**config.mk**
```make
export PLATFORM = sky130hd
export DESIGN_NAME = devil_active_arbiter
export DESIGN_NICKNAME = d
export VERILOG_FILES = /design/src/rtl/devil_active_arbiter.sv
export SDC_FILE = /design/constraint.sdc
export NUM_CORES = 1
export LEC_CHECK = 0
export ABC_CLOCK_PERIOD_IN_PS = 1800
export BUFFER_PORTS_ARGS = -buffer_cell sky130_fd_sc_hd__buf_4
export CAP_MARGIN = 20
export CORE_UTILIZATION = 30
export CTS_CLUSTER_DIAMETER = 100
export DETAILED_ROUTE_END_ITERATION = 10
export GPL_ROUTABILITY_DRIVEN = 1
export PLACE_DENSITY = 0.71
export SLEW_MARGIN = 20
export SYNTH_ARGS = -nofsm -noshare
export SYNTH_HDL_FRONTEND = slang
export SYNTH_SLANG_ARGS = --single-unit
```
**constraint.sdc**
```tcl
create_clock -name ace_aclk -period 1.8 [get_ports ace_aclk]
set_input_delay 0.36 -clock ace_aclk [delete_from_list [all_inputs] [get_ports ace_aclk]]
set_output_delay 0.36 -clock ace_aclk [all_outputs]
set_load 0.05 [all_outputs]
```
**src/rtl/devil_active_arbiter.sv**
```systemverilog
// Round-robin arbiter granting one of NUM_REQ requesters access to the shared active devil.
// Optional watchdog enabled by defining DEVIL_ARB_TIMEOUT_EN.
module devil_active_arbiter #(
    parameter int NUM_REQ          = 4,
    parameter int C_ACE_ADDR_WIDTH = 44,
    parameter int TIMEOUT_CYCLES   = 1024
) (
    input  logic                          ace_aclk,
    input  logic                          ace_aresetn,
    input  logic [NUM_REQ-1:0]            i_req,
    input  logic [4*NUM_REQ-1:0]          i_req_func,
    input  logic [C_ACE_ADDR_WIDTH*NUM_REQ-1:0] i_req_addr,
    input  logic [4*NUM_REQ-1:0]          i_req_snoop,
    input  logic                          i_end_active_devil,
    output logic                          o_trigger_active,
    output logic [3:0]                    o_active_func,
    output logic [C_ACE_ADDR_WIDTH-1:0]   o_active_addr,
    output logic [3:0]                    o_active_snoop,
    output logic [NUM_REQ-1:0]            o_gnt,
    output logic [NUM_REQ-1:0]            o_done,
    output logic [NUM_REQ-1:0]            o_timeout,
    output logic                          o_busy,
    output logic [1:0]                    o_fsm_arbiter
);
    localparam int IDX_W = (NUM_REQ > 1) ? $clog2(NUM_REQ) : 1;
    localparam logic [1:0] ARB_IDLE = 2'd0;
    localparam logic [1:0] ARB_WAIT = 2'd1;
    localparam logic [1:0] ARB_DONE = 2'd2;

    logic [1:0]                               state, state_nxt;
    logic [IDX_W-1:0]                         ptr, ptr_nxt, gnt_idx, sel;
    logic                                     any_req, tmo_hit;
    logic [NUM_REQ-1:0]                       gnt_oh;
    logic [NUM_REQ-1:0][3:0]                  func_a, snoop_a;
    logic [NUM_REQ-1:0][C_ACE_ADDR_WIDTH-1:0] addr_a;

    for (genvar r = 0; r < NUM_REQ; r++) begin : g_lane
        assign func_a[r]  = i_req_func[4*r +: 4];
        assign snoop_a[r] = i_req_snoop[4*r +: 4];
        assign addr_a[r]  = i_req_addr[C_ACE_ADDR_WIDTH*r +: C_ACE_ADDR_WIDTH];
    end

    assign any_req = |i_req;

    // First set request at or above ptr, wrapping past the top requester.
    always_comb begin : p_sel
        int idx;
        logic found;
        sel   = '0;
        found = 1'b0;
        idx   = 0;
        for (int i = 0; i < NUM_REQ; i++) begin
            idx = int'(ptr) + i;
            if (idx >= NUM_REQ) idx = idx - NUM_REQ;
            if (!found && i_req[idx[IDX_W-1:0]]) begin
                found = 1'b1;
                sel   = idx[IDX_W-1:0];
            end
        end
    end

    always_comb begin
        gnt_oh          = '0;
        gnt_oh[gnt_idx] = 1'b1;
        ptr_nxt         = (gnt_idx == IDX_W'(NUM_REQ-1)) ? '0 : gnt_idx + 1'b1;
    end

`ifdef DEVIL_ARB_TIMEOUT_EN
    localparam int WD_W = $clog2(TIMEOUT_CYCLES+1);
    logic [WD_W-1:0]    wd_cnt;
    logic [NUM_REQ-1:0] tmo_q;
    assign tmo_hit   = (wd_cnt == WD_W'(TIMEOUT_CYCLES-1));
    assign o_timeout = tmo_q;
`else
    assign tmo_hit   = 1'b0;
    assign o_timeout = '0;
`endif

    always_ff @(posedge ace_aclk) begin
        if (!ace_aresetn) state <= ARB_IDLE;
        else              state <= state_nxt;
    end

    always_comb begin
        state_nxt = ARB_IDLE;
        case (state)
            ARB_IDLE: state_nxt = any_req ? ARB_WAIT : ARB_IDLE;
            ARB_WAIT: state_nxt = (i_end_active_devil || tmo_hit) ? ARB_DONE : ARB_WAIT;
            ARB_DONE: state_nxt = ARB_IDLE;
            default:  state_nxt = ARB_IDLE;
        endcase
    end

    always_comb begin
        o_trigger_active = (state == ARB_WAIT);
        o_busy           = (state == ARB_WAIT) || (state == ARB_DONE);
        o_gnt            = (state == ARB_WAIT) ? gnt_oh : '0;
        o_fsm_arbiter    = state;
    end

    // Payload and grant index are captured once and frozen for the transaction.
    always_ff @(posedge ace_aclk) begin
        if (!ace_aresetn) begin
            ptr            <= '0;
            gnt_idx        <= '0;
            o_done         <= '0;
            o_active_func  <= '0;
            o_active_addr  <= '0;
            o_active_snoop <= '0;
`ifdef DEVIL_ARB_TIMEOUT_EN
            wd_cnt         <= '0;
            tmo_q          <= '0;
`endif
        end else begin
            o_done <= '0;
`ifdef DEVIL_ARB_TIMEOUT_EN
            tmo_q  <= '0;
`endif
            case (state)
                ARB_IDLE: if (any_req) begin
                    gnt_idx        <= sel;
                    o_active_func  <= func_a[sel];
                    o_active_addr  <= addr_a[sel];
                    o_active_snoop <= snoop_a[sel];
`ifdef DEVIL_ARB_TIMEOUT_EN
                    wd_cnt         <= '0;
`endif
                end
                ARB_WAIT: if (i_end_active_devil) begin
                    o_done <= gnt_oh;
                    ptr    <= ptr_nxt;
                end
`ifdef DEVIL_ARB_TIMEOUT_EN
                else if (tmo_hit) begin
                    tmo_q  <= gnt_oh;
                    ptr    <= ptr_nxt;
                end else begin
                    wd_cnt <= wd_cnt + 1'b1;
                end
`endif
                default: ;
            endcase
        end
    end
endmodule
```
Yosys cells after proc, flatten, opt, wreduce, memory -nomap -nowiden
Cells that the tools add are included.

Output and inout bits: 68. Bits of input ports: 215. Bits in registers: 62. Word-level logic and storage cells: 74.

$lt $le $gt $ge: 11. Equal/unequal tests: 3. Multiplexer cells: 32. Reduce and logical (&&, ||, !) cells: 13. Add/subtract/negate cells: 8.

Operators by type and width (count): 44-bit binary-select mux with 2-bit select (1); 44-bit two-way mux (1); 2-bit two-way mux (10); 2-bit by 3-bit < comparator with 1-bit output (second input constant) (6); 4-bit binary-select mux with 2-bit select (2); 4-bit two-way mux (3); 3-bit greater-or-equal comparator (second input constant) (3); 1-bit two-way mux (9); 1-bit binary-select mux with 2-bit select (4); 2-bit by 1-bit subtractor with 2-bit output (second input constant) (4); 2-bit by 2-bit adder with 3-bit output (second input constant) (2); 2-bit == test (second input constant) (2); 1-bit logical AND (4); 2-bit case mux with 2 select lines (1); 2-bit AND reduction (2); 4-bit OR reduction (1); 2-bit by 1-bit adder with 3-bit output (second input constant) (1); 2-bit by 3-bit greater-or-equal comparator with 1-bit output (second input constant) (1); 1-bit logical NOT (3); 3-bit AND reduction (1); 2-bit by 1-bit adder with 2-bit output (second input constant) (1); 1-bit demux with 2-bit select (1); 2-bit by 1-bit == test with 1-bit output (second input constant) (1); 2-bit by 1-bit greater-or-equal comparator with 1-bit output (second input constant) (1); other kinds (2) (2).

Depth between registers and ports, before layout
Word-level depth: 16. Depth in mapped cells: 8. Mapped depth without buffers: 6.

Worst setup path after synthesis
Ideal clock, no wire load.

Kind: reg2out. Start: register state[0] (netlist: o_fsm_arbiter[0]). End: output o_gnt[0]. Required time: 1440 ps. Slack: -366 ps. Arrival time: 1806 ps. Cell stages (with the launch flop): 3. Buffers on the path: 0. Cells stage by stage: dfxtp_1 -> ha_1 -> and2_1.

Longest elaborated chain between the ends: 2.

RTL lines: from (decl) (line 30) `logic [1:0] state, state_nxt;`; from (signal assigned) (line 81) `else state <= state_nxt;`; 2-bit by 1-bit == test with 1-bit output; via o_trigger_active (line 15) `output logic o_trigger_active,`; 4-bit two-way mux (line 97) `o_gnt = (state == ARB_WAIT) ? gnt_oh : '0;`; to (decl) (line 19) `output logic [NUM_REQ-1:0] o_gnt,`.

The timed path passes the listed nets, and every way through them passes these cells.

Worst setup path after layout
Start: register ptr[1]. End: register o_active_func[3].

Longest elaborated chain between the ends: 16. Elaborated cells between the ends (all ways): 38. Those cells by class: 7 x add/sub; 4 x order compare; 21 x mux; 6 x reduce/logical.

RTL lines: from (decl) (line 31) `logic [IDX_W-1:0] ptr, ptr_nxt, gnt_idx, sel;`; from (signal assigned) (line 131) `ptr <= ptr_nxt;`; branches (longest 13 deep; another with 2-bit by 1-bit adder with 3-bit output); 2-bit two-way mux (*) (line 55) `if (!found && i_req[idx[IDX_W-1:0]]) begin`; 4-bit binary-select mux with 2-bit select (*) (line 122) `o_active_func <= func_a[sel];`; 4-bit two-way mux (implied by the code) (*) (line 122); to (signal assigned) (line 122); to (decl) (line 16) `output logic [3:0] o_active_func,`.

Mark *: on every way between the ends. The select of a mux whose other input is x is not followed. A chain may end at the register's enable or synchronous reset.

==> key figures <==
Finish
  • Final nets: 867
  • Area of the multi-input gates: 2290 sq um
  • Layout cells sized above 1: 57.6%
  • Final Instance Count excl. Fillers: 798
  • Area grow syn2layout: 77.4%
  • Storage cell area: 1240 sq um
  • Final instance area: 6550 sq um
  • N_diodes: 0
  • Final core utilization: 54.5%
  • Fillcell total: 1047

Power
  • Combinational Power Share: 37.1%
  • Internal power: 3.93 mW
  • Switching Share: 33.0%
  • Seq pwr share: 28.1%
  • Sw power: 1.93 mW
  • Clock Power Share: 34.8%
  • Pwr per Cell Area: 896 nW/um^2
  • Leakage: 2.99 nW
  • Total Power: 5.86 mW
  • VDD IR max: 438 uV

Floorplanning
  • Die H: 113 um
  • I/O Pins: 283
  • Core Box Area: 12000 sq um
  • Initial Util: 30.7%
  • Num rows: 40
  • Die width: 113 um
  • DIE AREA: 12800 sq um

Setup path
  • Worst-path maximum fanout: 13
  • Worst r2r src: ptr[1]
  • Worst Path Arrival: 1.90 ns
  • Critical path capture point type: flop
  • Critical path required time: 1.99 ns
  • Critical path startpoint: ptr[1]
  • R2R depth: 7
  • Startpoint Class: flop
  • Critical path class: reg2reg

STA
  • Unrepaired setup endpoints after global routing: true
  • Final worst-path cycle share: 95.2%
  • Worst-case clock skew: 0.00791 ns
  • Final hold slack: 0.342 ns
  • Hold Fails Final Rpt: 0
  • Max Freq: 584 MHz
  • Max Slew Vio Count: 0
  • Tmin final: 1.71 ns
  • # setup viols final: 0

Clocking
  • Sink Count: 62
  • Clock latency on the worst-skew pair: 0.32 ns
  • CTS Root Cell: clkbuf_16
  • CTS Buf Count: 9
  • Hold buffer count at CTS: 0
  • TritonCTS clock tree: built
  • Htree depth: 3
  • Clk buf depth: 2
  • Clk pin slew, worst setup/hold paths: 0.05 ns

Placement
  • HPWL after DPL: 9670 um
  • Area post-placement: 6130 sq um
  • Dpl cells: 779
  • GPL Wtd Cong: 0.794
  • PortBufs: 278

Logic synthesis
  • Average cell area after synthesis: 10.4 sq um
  • Synth cell types: 27
  • Post-Syn Area: 3690 sq um
  • Yosys top cell area share: 33.6%
  • Synth async-reset ratio: 0%
  • Area contributors post-synth: dfxtp_1 34%, mux2i_1 28%, o221ai_2 12%
  • Register bit total from synthesis: 62
  • Cell taking the most area after synthesis: dfxtp_1
  • Synth warnings: 0
  • Sequential area share after synthesis: 33.6%
  • Post-synth EDFFs: 0
  • Top FF cell, synth: dfxtp_1
  • Cells after Synth: 354

Drt
  • Initial DRT Pass Iterations: 6
  • Routed wire length: 12200 um
  • Avg WL per Cell: 15.2 um
  • Iter 0 DRT Violations: 129
  • DRC viols: 0
  • Drt via density: 4.84
  • Total number of vias: 3861
  • ANT nets after route: 0

Global route
  • Antenna violations before repair: 0
  • Grt total ovfl: 0
  • Pin count of the biggest net entering global routing: 28
  • First-pass GRT wire length: 18400 um
  • Vias in the first global route: 3925
  • GRT Resource Usage Total: 18.4%

Min path
  • Hold_sp: ace_aresetn
  • Hold Crit Depth: 2
  • Hold WC Path Type: in2reg

Run status
  • Status: completed

Flow run
  • Max-cap viol count: 0
## state kept, by name (all words and copies together) (netlist names)
| name | cells |
|---|---|
| o_active_addr | 44 |
| o_active_func | 4 |
| o_active_snoop | 4 |
| o_done | 4 |
| gnt_idx | 2 |
| o_fsm_arbiter | 2 |
| ptr | 2 |
## per-stage QoR
step / setup TNS, ns / worst slack, ns
after global routing: -0.000863 / -0.000863
after floorplan: 0 / 0.131
after global placement: -0.200 / -0.0931
final: 0 / 0.0866
after detailed placement: -1.49 / -0.129
after CTS: 0 / 0.0345
## power by group through the flow
stage	registers, mW	clock network [mW]	logic, mW
after floorplan	2.24	0	0.724
after global placement	1.67	0	2.12
after detailed placement	1.67	0	2.16
after CTS	1.65	2.10	2.17
after global routing	1.67	2.16	2.29
final	1.65	2.04	2.17
## worst max-delay path, stage by stage (launching register included)
cell and delay (ns):
dfxtp_1 0.37, a21oi_1 0.15, o21ai_1 0.11, a21oi_4 0.22
buf_12 0.18, buf_4 0.17, mux2i_4 0.26, o221ai_2 0.11
## timing repair
item | 4_1_cts | 5_1_grt
endpoints found under the setup margin | 1 | 19
pin swaps | 0 | 1
buffers inserted | 0 | 3
resized for setup | 1 | 7
## layout by cell type (no fill, tap or decap), types with 5 or more instances in the layout
| cell | n |
|---|---|
| inv_1 | 6 |
| o221ai_2 | 30 |
| dfxtp_1 | 59 |
| ha_1 | 5 |
| mux2i_1 | 101 |
| nand2_1 | 56 |
| clkbuf_16 | 9 |
| buf_4 | 301 |
| o221ai_1 | 22 |
| buf_12 | 9 |
| and2_2 | 5 |
## cell usage after synthesis (all sizes together) (2+ instances only)
cell type / n
dfxtp: 62
nand3: 2
nand2: 56
nor2b: 2
nand2b: 3
a21boi: 3
and2: 9
mux2i: 105
o221ai: 52
ha: 6
inv: 8
a21oi: 5
buf: 32
## path summary, 6_finish.rpt
check / end / slack [ns]
max: o_active_func[3] / 0.09
min: gnt_idx[1] / 0.34
max reg2reg: o_active_func[3] / 0.09
min reg2reg: o_active_addr[4] / 0.46
## cell families (layout without fill, tap and decap cells)
| kind of cell | after synthesis | after routing | synth area share, % |
|---|---|---|---|
| adders and majority gates | 6 | 6 | 2.03 |
| AOI/OAI and AO/OA | 64 | 64 | 19.9 |
| and+or+nand+nor | 75 | 75 | 9.19 |
| other | 1 | 4 | 0.102 |
| DFF | 62 | 62 | 33.6 |
| buffers and inverters | 41 | 335 | 6.64 |
| muxes | 105 | 105 | 28.5 |
## layer usage
metal  up-vias  global-route usage [%]  wire (um)
met3        21                    3.54        692
met1      1787                    19.3       4610
met4         0                    8.68        269
met5         -                       0          0
li1       1902                       -          -
met2       151                    35.0       6590
## cell type report
class / instances / share of cell area [%]
Multi-Input combinational cell: 254 / 34.9
Timing Repair Buffer: 311 / 37.4
Clock buffer: 13 / 3.98
Tap cell: 147 / 2.81
Clock inverter: 3 / 1.38
Inverter: 8 / 0.459
Sequential cell: 62 / 19.0
No activity file was read; power rests on OpenSTA's default activity.
